File: src/rtl/if_stage_pkg.sv
// Shared types and constants for the instruction-fetch stage.
// The stage, its buffering FIFO and the bus interface all import this package.
package if_stage_pkg;

  localparam int MAX_DEPTH = 4;
  localparam int PTR_W     = 2;
  localparam int CNT_W     = 3;

  typedef logic [31:0]      inst_addr_t;
  typedef logic [31:0]      inst_t;
  typedef logic [PTR_W-1:0] ptr_t;
  typedef logic [CNT_W-1:0] cnt_t;

  localparam inst_t NOP_INST = 32'h0000_0013;

  typedef struct packed {
    inst_addr_t pc;
    inst_t      inst;
  } fetch_entry_t;

  // FIFO pointers wrap at the configured depth, not at the pointer width.
  function automatic ptr_t ptr_inc(ptr_t p, int depth);
    return (int'(p) == depth - 1) ? '0 : p + 1'b1;
  endfunction

  function automatic inst_addr_t align_word(inst_addr_t a);
    return a & ~32'h0000_0003;
  endfunction

endpackage

File: src/rtl/if_stage_if.sv
// Bundle of the fetch stage's memory, decode and redirect signals.
// master is the fetch stage side; slave is the memory/decode environment side.
interface if_stage_if;
  import if_stage_pkg::*;

  logic       mem_req;
  inst_addr_t mem_addr;
  logic       mem_gnt;
  logic       mem_rvalid;
  inst_t      mem_rdata;

  logic       id_valid;
  inst_addr_t id_pc;
  inst_t      id_inst;
  logic       id_ready;

  logic       redirect_valid;
  inst_addr_t redirect_pc;

  modport master (
    output mem_req, mem_addr, id_valid, id_pc, id_inst,
    input  mem_gnt, mem_rvalid, mem_rdata, id_ready, redirect_valid, redirect_pc
  );

  modport slave (
    input  mem_req, mem_addr, id_valid, id_pc, id_inst,
    output mem_gnt, mem_rvalid, mem_rdata, id_ready, redirect_valid, redirect_pc
  );

endinterface

File: src/rtl/if_fifo.sv
// DEPTH-entry FIFO of {pc, inst} pairs between instruction memory and decode.
// Clear flushes all entries in one cycle; storage itself is not reset.
module if_fifo
  import if_stage_pkg::*;
#(
  parameter int DEPTH = 2
) (
  input  logic         clk,
  input  logic         rst,
  input  logic         push,
  input  fetch_entry_t push_entry,
  input  logic         pop,
  input  logic         clear,
  output fetch_entry_t head,
  output cnt_t         count
);

  fetch_entry_t mem_q [MAX_DEPTH];
  fetch_entry_t mem_d [MAX_DEPTH];
  ptr_t         head_q, head_d;
  ptr_t         tail_q, tail_d;
  cnt_t         count_q, count_d;

  always_comb begin
    mem_d   = mem_q;
    head_d  = head_q;
    tail_d  = tail_q;
    count_d = count_q;
    if (clear) begin
      head_d  = '0;
      tail_d  = '0;
      count_d = '0;
    end else begin
      if (push) begin
        mem_d[tail_q] = push_entry;
        tail_d        = ptr_inc(tail_q, DEPTH);
      end
      if (pop) begin
        head_d = ptr_inc(head_q, DEPTH);
      end
      case ({push, pop})
        2'b10:   count_d = count_q + 1'b1;
        2'b01:   count_d = count_q - 1'b1;
        default: count_d = count_q;
      endcase
    end
  end

  always_ff @(posedge clk or negedge rst) begin
    if (!rst) begin
      head_q  <= '0;
      tail_q  <= '0;
      count_q <= '0;
    end else begin
      head_q  <= head_d;
      tail_q  <= tail_d;
      count_q <= count_d;
    end
  end

  always_ff @(posedge clk) begin
    mem_q <= mem_d;
  end

  assign head  = mem_q[head_q];
  assign count = count_q;

endmodule

File: src/rtl/if_stage.sv
// Instruction-fetch stage: owns the PC, issues in-order fetches with credit-based
// flow control, buffers returned words and flushes everything on a redirect.
module if_stage
  import if_stage_pkg::*;
#(
  parameter logic [31:0] RESET_PC = 32'h0000_0000,
  parameter int          DEPTH    = 2
) (
  input logic        clk,
  input logic        rst,
  if_stage_if.master bus
);

  localparam logic [CNT_W:0] CREDIT_LIMIT = DEPTH[CNT_W:0];

  inst_addr_t   fetch_pc_q, fetch_pc_d;
  inst_addr_t   resp_pc_q, resp_pc_d;
  cnt_t         inflight_q, inflight_d;
  cnt_t         discard_q, discard_d;

  cnt_t         fifo_count;
  fetch_entry_t fifo_head;
  fetch_entry_t push_entry;
  logic         credit_ok;
  logic         grant;
  logic         keep;
  logic         pop;
  logic         clear;

  // Buffered words count against credit even if popped this cycle, so a push never overflows.
  assign credit_ok   = ({1'b0, inflight_q} + {1'b0, fifo_count}) < CREDIT_LIMIT;
  assign bus.mem_req  = rst && !bus.redirect_valid && credit_ok;
  assign bus.mem_addr = fetch_pc_q;
  assign grant        = bus.mem_req && bus.mem_gnt;

  assign keep       = bus.mem_rvalid && (discard_q == '0) && !bus.redirect_valid;
  assign clear      = bus.redirect_valid;
  assign push_entry = '{pc: resp_pc_q, inst: bus.mem_rdata};

  assign bus.id_valid = (fifo_count != '0) && !bus.redirect_valid;
  assign bus.id_pc    = bus.id_valid ? fifo_head.pc : '0;
  assign bus.id_inst  = bus.id_valid ? fifo_head.inst : NOP_INST;
  assign pop          = bus.id_valid && bus.id_ready;

  always_comb begin
    fetch_pc_d = fetch_pc_q;
    resp_pc_d  = resp_pc_q;
    inflight_d = inflight_q;
    discard_d  = discard_q;

    if (grant) begin
      fetch_pc_d = fetch_pc_q + 32'd4;
    end

    case ({grant, bus.mem_rvalid})
      2'b10:   inflight_d = inflight_q + 1'b1;
      2'b01:   inflight_d = inflight_q - 1'b1;
      default: inflight_d = inflight_q;
    endcase

    if (bus.mem_rvalid && (discard_q != '0)) begin
      discard_d = discard_q - 1'b1;
    end

    if (keep) begin
      resp_pc_d = resp_pc_q + 32'd4;
    end

    // Everything still outstanding after this cycle belongs to the old stream.
    if (bus.redirect_valid) begin
      fetch_pc_d = align_word(bus.redirect_pc);
      resp_pc_d  = align_word(bus.redirect_pc);
      discard_d  = inflight_d;
    end
  end

  always_ff @(posedge clk or negedge rst) begin
    if (!rst) begin
      fetch_pc_q <= RESET_PC;
      resp_pc_q  <= RESET_PC;
      inflight_q <= '0;
      discard_q  <= '0;
    end else begin
      fetch_pc_q <= fetch_pc_d;
      resp_pc_q  <= resp_pc_d;
      inflight_q <= inflight_d;
      discard_q  <= discard_d;
    end
  end

  if_fifo #(
    .DEPTH (DEPTH)
  ) u_fifo (
    .clk        (clk),
    .rst        (rst),
    .push       (keep),
    .push_entry (push_entry),
    .pop        (pop),
    .clear      (clear),
    .head       (fifo_head),
    .count      (fifo_count)
  );

endmodule

File: src/flat_wrapper.sv
// flat-port wrapper written by rule: the top's interface ports become plain ports
module if_stage_flat import if_stage_pkg::*;
#(
  parameter logic [31:0] RESET_PC = 32'h0000_0000,
  parameter int          DEPTH    = 2
)
  (clk, rst, bus_mem_req, bus_mem_addr, bus_id_valid, bus_id_pc, bus_id_inst, bus_mem_gnt, bus_mem_rvalid, bus_mem_rdata, bus_id_ready, bus_redirect_valid, bus_redirect_pc);
  if_stage_if bus_i ();
  input logic clk;
  input logic rst;
  output wire logic [$bits(bus_i.mem_req)-1:0] bus_mem_req;
  output wire logic [$bits(bus_i.mem_addr)-1:0] bus_mem_addr;
  output wire logic [$bits(bus_i.id_valid)-1:0] bus_id_valid;
  output wire logic [$bits(bus_i.id_pc)-1:0] bus_id_pc;
  output wire logic [$bits(bus_i.id_inst)-1:0] bus_id_inst;
  input wire logic [$bits(bus_i.mem_gnt)-1:0] bus_mem_gnt;
  input wire logic [$bits(bus_i.mem_rvalid)-1:0] bus_mem_rvalid;
  input wire logic [$bits(bus_i.mem_rdata)-1:0] bus_mem_rdata;
  input wire logic [$bits(bus_i.id_ready)-1:0] bus_id_ready;
  input wire logic [$bits(bus_i.redirect_valid)-1:0] bus_redirect_valid;
  input wire logic [$bits(bus_i.redirect_pc)-1:0] bus_redirect_pc;
  assign bus_mem_req = bus_i.mem_req;
  assign bus_mem_addr = bus_i.mem_addr;
  assign bus_id_valid = bus_i.id_valid;
  assign bus_id_pc = bus_i.id_pc;
  assign bus_id_inst = bus_i.id_inst;
  assign bus_i.mem_gnt = bus_mem_gnt;
  assign bus_i.mem_rvalid = bus_mem_rvalid;
  assign bus_i.mem_rdata = bus_mem_rdata;
  assign bus_i.id_ready = bus_id_ready;
  assign bus_i.redirect_valid = bus_redirect_valid;
  assign bus_i.redirect_pc = bus_redirect_pc;
  if_stage #(.RESET_PC(RESET_PC), .DEPTH(DEPTH)) u_core (.clk(clk), .rst(rst), .bus(bus_i));
endmodule
File: config.mk
export PLATFORM = sky130hd
export DESIGN_NAME = if_stage_flat
export DESIGN_NICKNAME = d
export VERILOG_FILES = /design/src/rtl/if_stage_pkg.sv /design/src/rtl/if_stage_if.sv /design/src/rtl/if_fifo.sv /design/src/rtl/if_stage.sv /design/src/flat_wrapper.sv
export SDC_FILE = /design/constraint.sdc
export NUM_CORES = 1
export LEC_CHECK = 0
export CORE_MARGIN = 5
export CORE_UTILIZATION = 45
export CTS_CLUSTER_DIAMETER = 50
export DETAILED_ROUTE_END_ITERATION = 10
export PLACE_DENSITY = 0.68
export REMOVE_ABC_BUFFERS = 1
export SLEW_MARGIN = 20
export SYNTH_ARGS = -nofsm -noshare
export SYNTH_HDL_FRONTEND = slang
export SYNTH_HIERARCHICAL = 1
export SYNTH_SLANG_ARGS = --single-unit
File: constraint.sdc
create_clock -name clk -period 13.8 [get_ports clk]
set_input_delay 1.38 -clock clk [delete_from_list [all_inputs] [get_ports clk]]
set_output_delay 1.38 -clock clk [all_outputs]
set_load 0.05 [all_outputs]
==> reports/metrics.cfg <==
[outcome]
outcome = complete, no violations

[worst_setup_path]
required_ns = 12.42
critical_path.endpoint_type = output pin
cp_num_buf_inv = 2
cp-start-kind = flop
peak_fanout_along_the_critical_path = 37
delay_heaviest_family_cp = buffers and inverters
cp_data_arrival_time_ns = 3.83
cp_cell_sequence = buf_4, mux4_2, or3_1, clkdlybuf4s50_1
path_class = flop to output pin
max_stage_delay_ns = 0.84
critical-path-slowest-cell = sky130_fd_sc_hd__dfrtp_4
reg2reg_slack_ns = 10.14

[yosys]
post_synth_main_area_contributors = sky130_fd_sc_hd__edfxtp_1, sky130_fd_sc_hd__dfrtp_1, sky130_fd_sc_hd__mux4_2
netlist_area_mm2 = 0.0139
ys_warn_count = 6
dominantRegCellSynth = sky130_fd_sc_hd__edfxtp_1
synth-edff-count = 256
avgSynthCellArea_um2 = 15.9
synth_cell_types = 60
area_share_of_the_largest_cell_type_after_synthesis_pct = 55.1
yosys.area.top_type = sky130_fd_sc_hd__edfxtp_1
synth_seq_cells = 329
synth-async-reset-ratio_pct = 22.2
netlist_instances = 877
synth_seq_area_share_pct = 68.2

[drt]
dr_wl_cell_um = 21.0
ant_nets = 0
vias = 8236
totalWireLength_um = 31300
drcViolationCount = 0
drt_first_iter_violations = 520
post_drt_via_cell_ratio = 5.54
detail_route.first_pass.iterations = 7

[clock_tree]
holdBufCountCts = 0
cts_tree = built
clock_buffers_created_by_tritoncts = 38
post_cts_resize_count = 0
h-tree-depth = 2
post_cts.repair.setup_buffers = 0
worst_skew_pair.late_latency_ns = 0.51
numClockSinks = 329
worst_setup_hold_path_clk_slew_ns = 0.06
clockRootBuffer = sky130_fd_sc_hd__clkbuf_16
clock_path_buffers = 3

[sta]
maxSlewViolCount = 0
setup_failing_eps_final = 0
max-slew-margin-rel_pct = 28.7
rsz0062_at_grt = false
timing.final.hold_violations = 0
final.setup_skew_ns = 0.00896
max_freq_mhz = 192
timing.setup.tns_ns = 0
worstMarginPinSlew_ns = 1.07
finalHoldWorstSlack_ns = 0.520
fin_ws_ns = 8.59
timing.final.crit_share_pct = 37.8
final_period_minus_worst_setup_slack_ns = 5.21

[power_and_ir_drop]
power.leakage_nw = 5.83
cellPowerDensity_mw_per_mm2 = 149
ir_drop_v = 0.000101
power_total_mw = 2.58

[floorplan]
pin_count = 168
dieWidth_um = 186
design.die.area_mm2 = 0.0346
die_y_um = 186
std_cell_rows = 64
placeableCoreArea_mm2 = 0.0306
initial_core_util_pct = 45.6

[global_route]
groute.usage.overall_pct = 18.3
first_global_vias = 8468
gr-total-overflow = 0
antenna_found_initial = 0
grt_start_max_net_pins = 80
grt_pass1_wl_um = 48300

[placement]
preCtsSetupSlack_ns = 8.77
detailedPlacementHpwl_um = 19300
placed_area_mm2 = 0.0160
globalplace.congestion = 0.834
portBuffers = 163

[cells_and_area]
final_cell_mix = sky130_fd_sc_hd__edfxtp_1, sky130_fd_sc_hd__clkdlybuf4s50_1, sky130_fd_sc_hd__dfrtp_1, sky130_fd_sc_hd__and2_1, sky130_fd_sc_hd__mux4_2
antenna_cells = 0
fraction_of_layout_cells_with_a_size_suffix_above_1_pct = 14.4
fin_nets = 1140
layout.cell_area.non_filler_mm2 = 0.0173
synthToLayoutAreaGrowth_pct = 23.9
final_common_cell = sky130_fd_sc_hd__edfxtp_1

[run]
max-cap-violations = 0

[worst_hold_path]
timing.hold.worst.class = flop to flop

[cells by family (layout without fill, tap and decap cells)]
logic type / count (synthesis) / count (layout) / synth area share [%]
AND/OR/NAND/NOR: 261 / 261 / 10.6
adder cells (fa/ha/maj): 10 / 10 / 1.06
multiplexers: 68 / 68 / 10.6
XOR/XNOR: 38 / 38 / 2.39
flip-flops: 329 / 329 / 68.2
buffers and inverters: 67 / 271 / 2.38
other: 1 / 10 / 0.0269
AO/OA/AOI/OAI: 103 / 103 / 4.68
[Yosys cell counts, types with 8 or more instances]
cell type / count
sky130_fd_sc_hd__xor2_1: 25
sky130_fd_sc_hd__nand4_1: 19
sky130_fd_sc_hd__buf_2: 9
sky130_fd_sc_hd__a21oi_1: 15
sky130_fd_sc_hd__nand2_1: 59
sky130_fd_sc_hd__and2_1: 66
sky130_fd_sc_hd__dfrtp_1: 73
sky130_fd_sc_hd__o21ai_0: 44
sky130_fd_sc_hd__and3_1: 8
sky130_fd_sc_hd__nor2_1: 20
sky130_fd_sc_hd__mux4_2: 64
sky130_fd_sc_hd__nand3_1: 31
sky130_fd_sc_hd__xnor2_1: 13
sky130_fd_sc_hd__o211ai_1: 10
sky130_fd_sc_hd__inv_1: 26
sky130_fd_sc_hd__clkbuf_1: 18
sky130_fd_sc_hd__nor3_1: 12
sky130_fd_sc_hd__edfxtp_1: 256
[registers in the layout (all words and copies together) (netlist names)]
signal,flops
u_core/bus.mem_addr,30
u_core/resp_pc_q,30
u_core/discard_q,3
u_core/u_fifo/count,3
u_core/u_fifo/tail_q,2
u_core/inflight_q,3
u_core/u_fifo/mem_q,256
u_core/u_fifo/head_q,2
[stage by stage]
step | instances | util [%]
2_1_floorplan | 846 | -
3_3_place_gp | 1415 | 52.2
3_5_place_dp | 1415 | 52.2
4_1_cts | 1485 | 56.4
5_1_grt | 1486 | 56.5
6_report | 1486 | 56.5
[metal layers]
metal	up-vias	track usage (%)	routed length, um
li1	3738	-	-
met1	4207	25.5	13800
met2	251	30.0	15100
met3	40	3.83	1840
met4	0	4.40	553
met5	-	0	0
[power breakdown]
group	internal, mW	leakage, nW	switching (mW)
Clock	0.622	0.617	0.386
Sequential	1.12	3.20	0.0534
Combinational	0.153	2.01	0.249
Total	1.89	5.83	0.688
[final cells by class]
type / instances / area [um2]
inverter: 27 / 101
multi-input combinational: 490 / 4160
sequential: 329 / 9520
clock inverter: 19 / 218
timing repair buffer: 174 / 1720
clock buffer: 51 / 1060
fill: 2427 / 13300
tap: 396 / 495
[worst paths after layout]
check,from,endpoint,cells past startpoint
worst max register to register,u_core/discard_q[0],u_core/u_fifo/mem_q[224],7
worst min-delay path,u_core/inflight_q[2],u_core/inflight_q[2],1
min in group asynchronous,rst,u_core/resp_pc_q[31],2
worst max-delay path,u_core/u_fifo/head_q[0],bus_id_inst[4],4
worst min register to register,u_core/inflight_q[2],u_core/inflight_q[2],1
max in group asynchronous,rst,u_core/u_fifo/head_q[0],2
(Power assumes the default switching activity.)
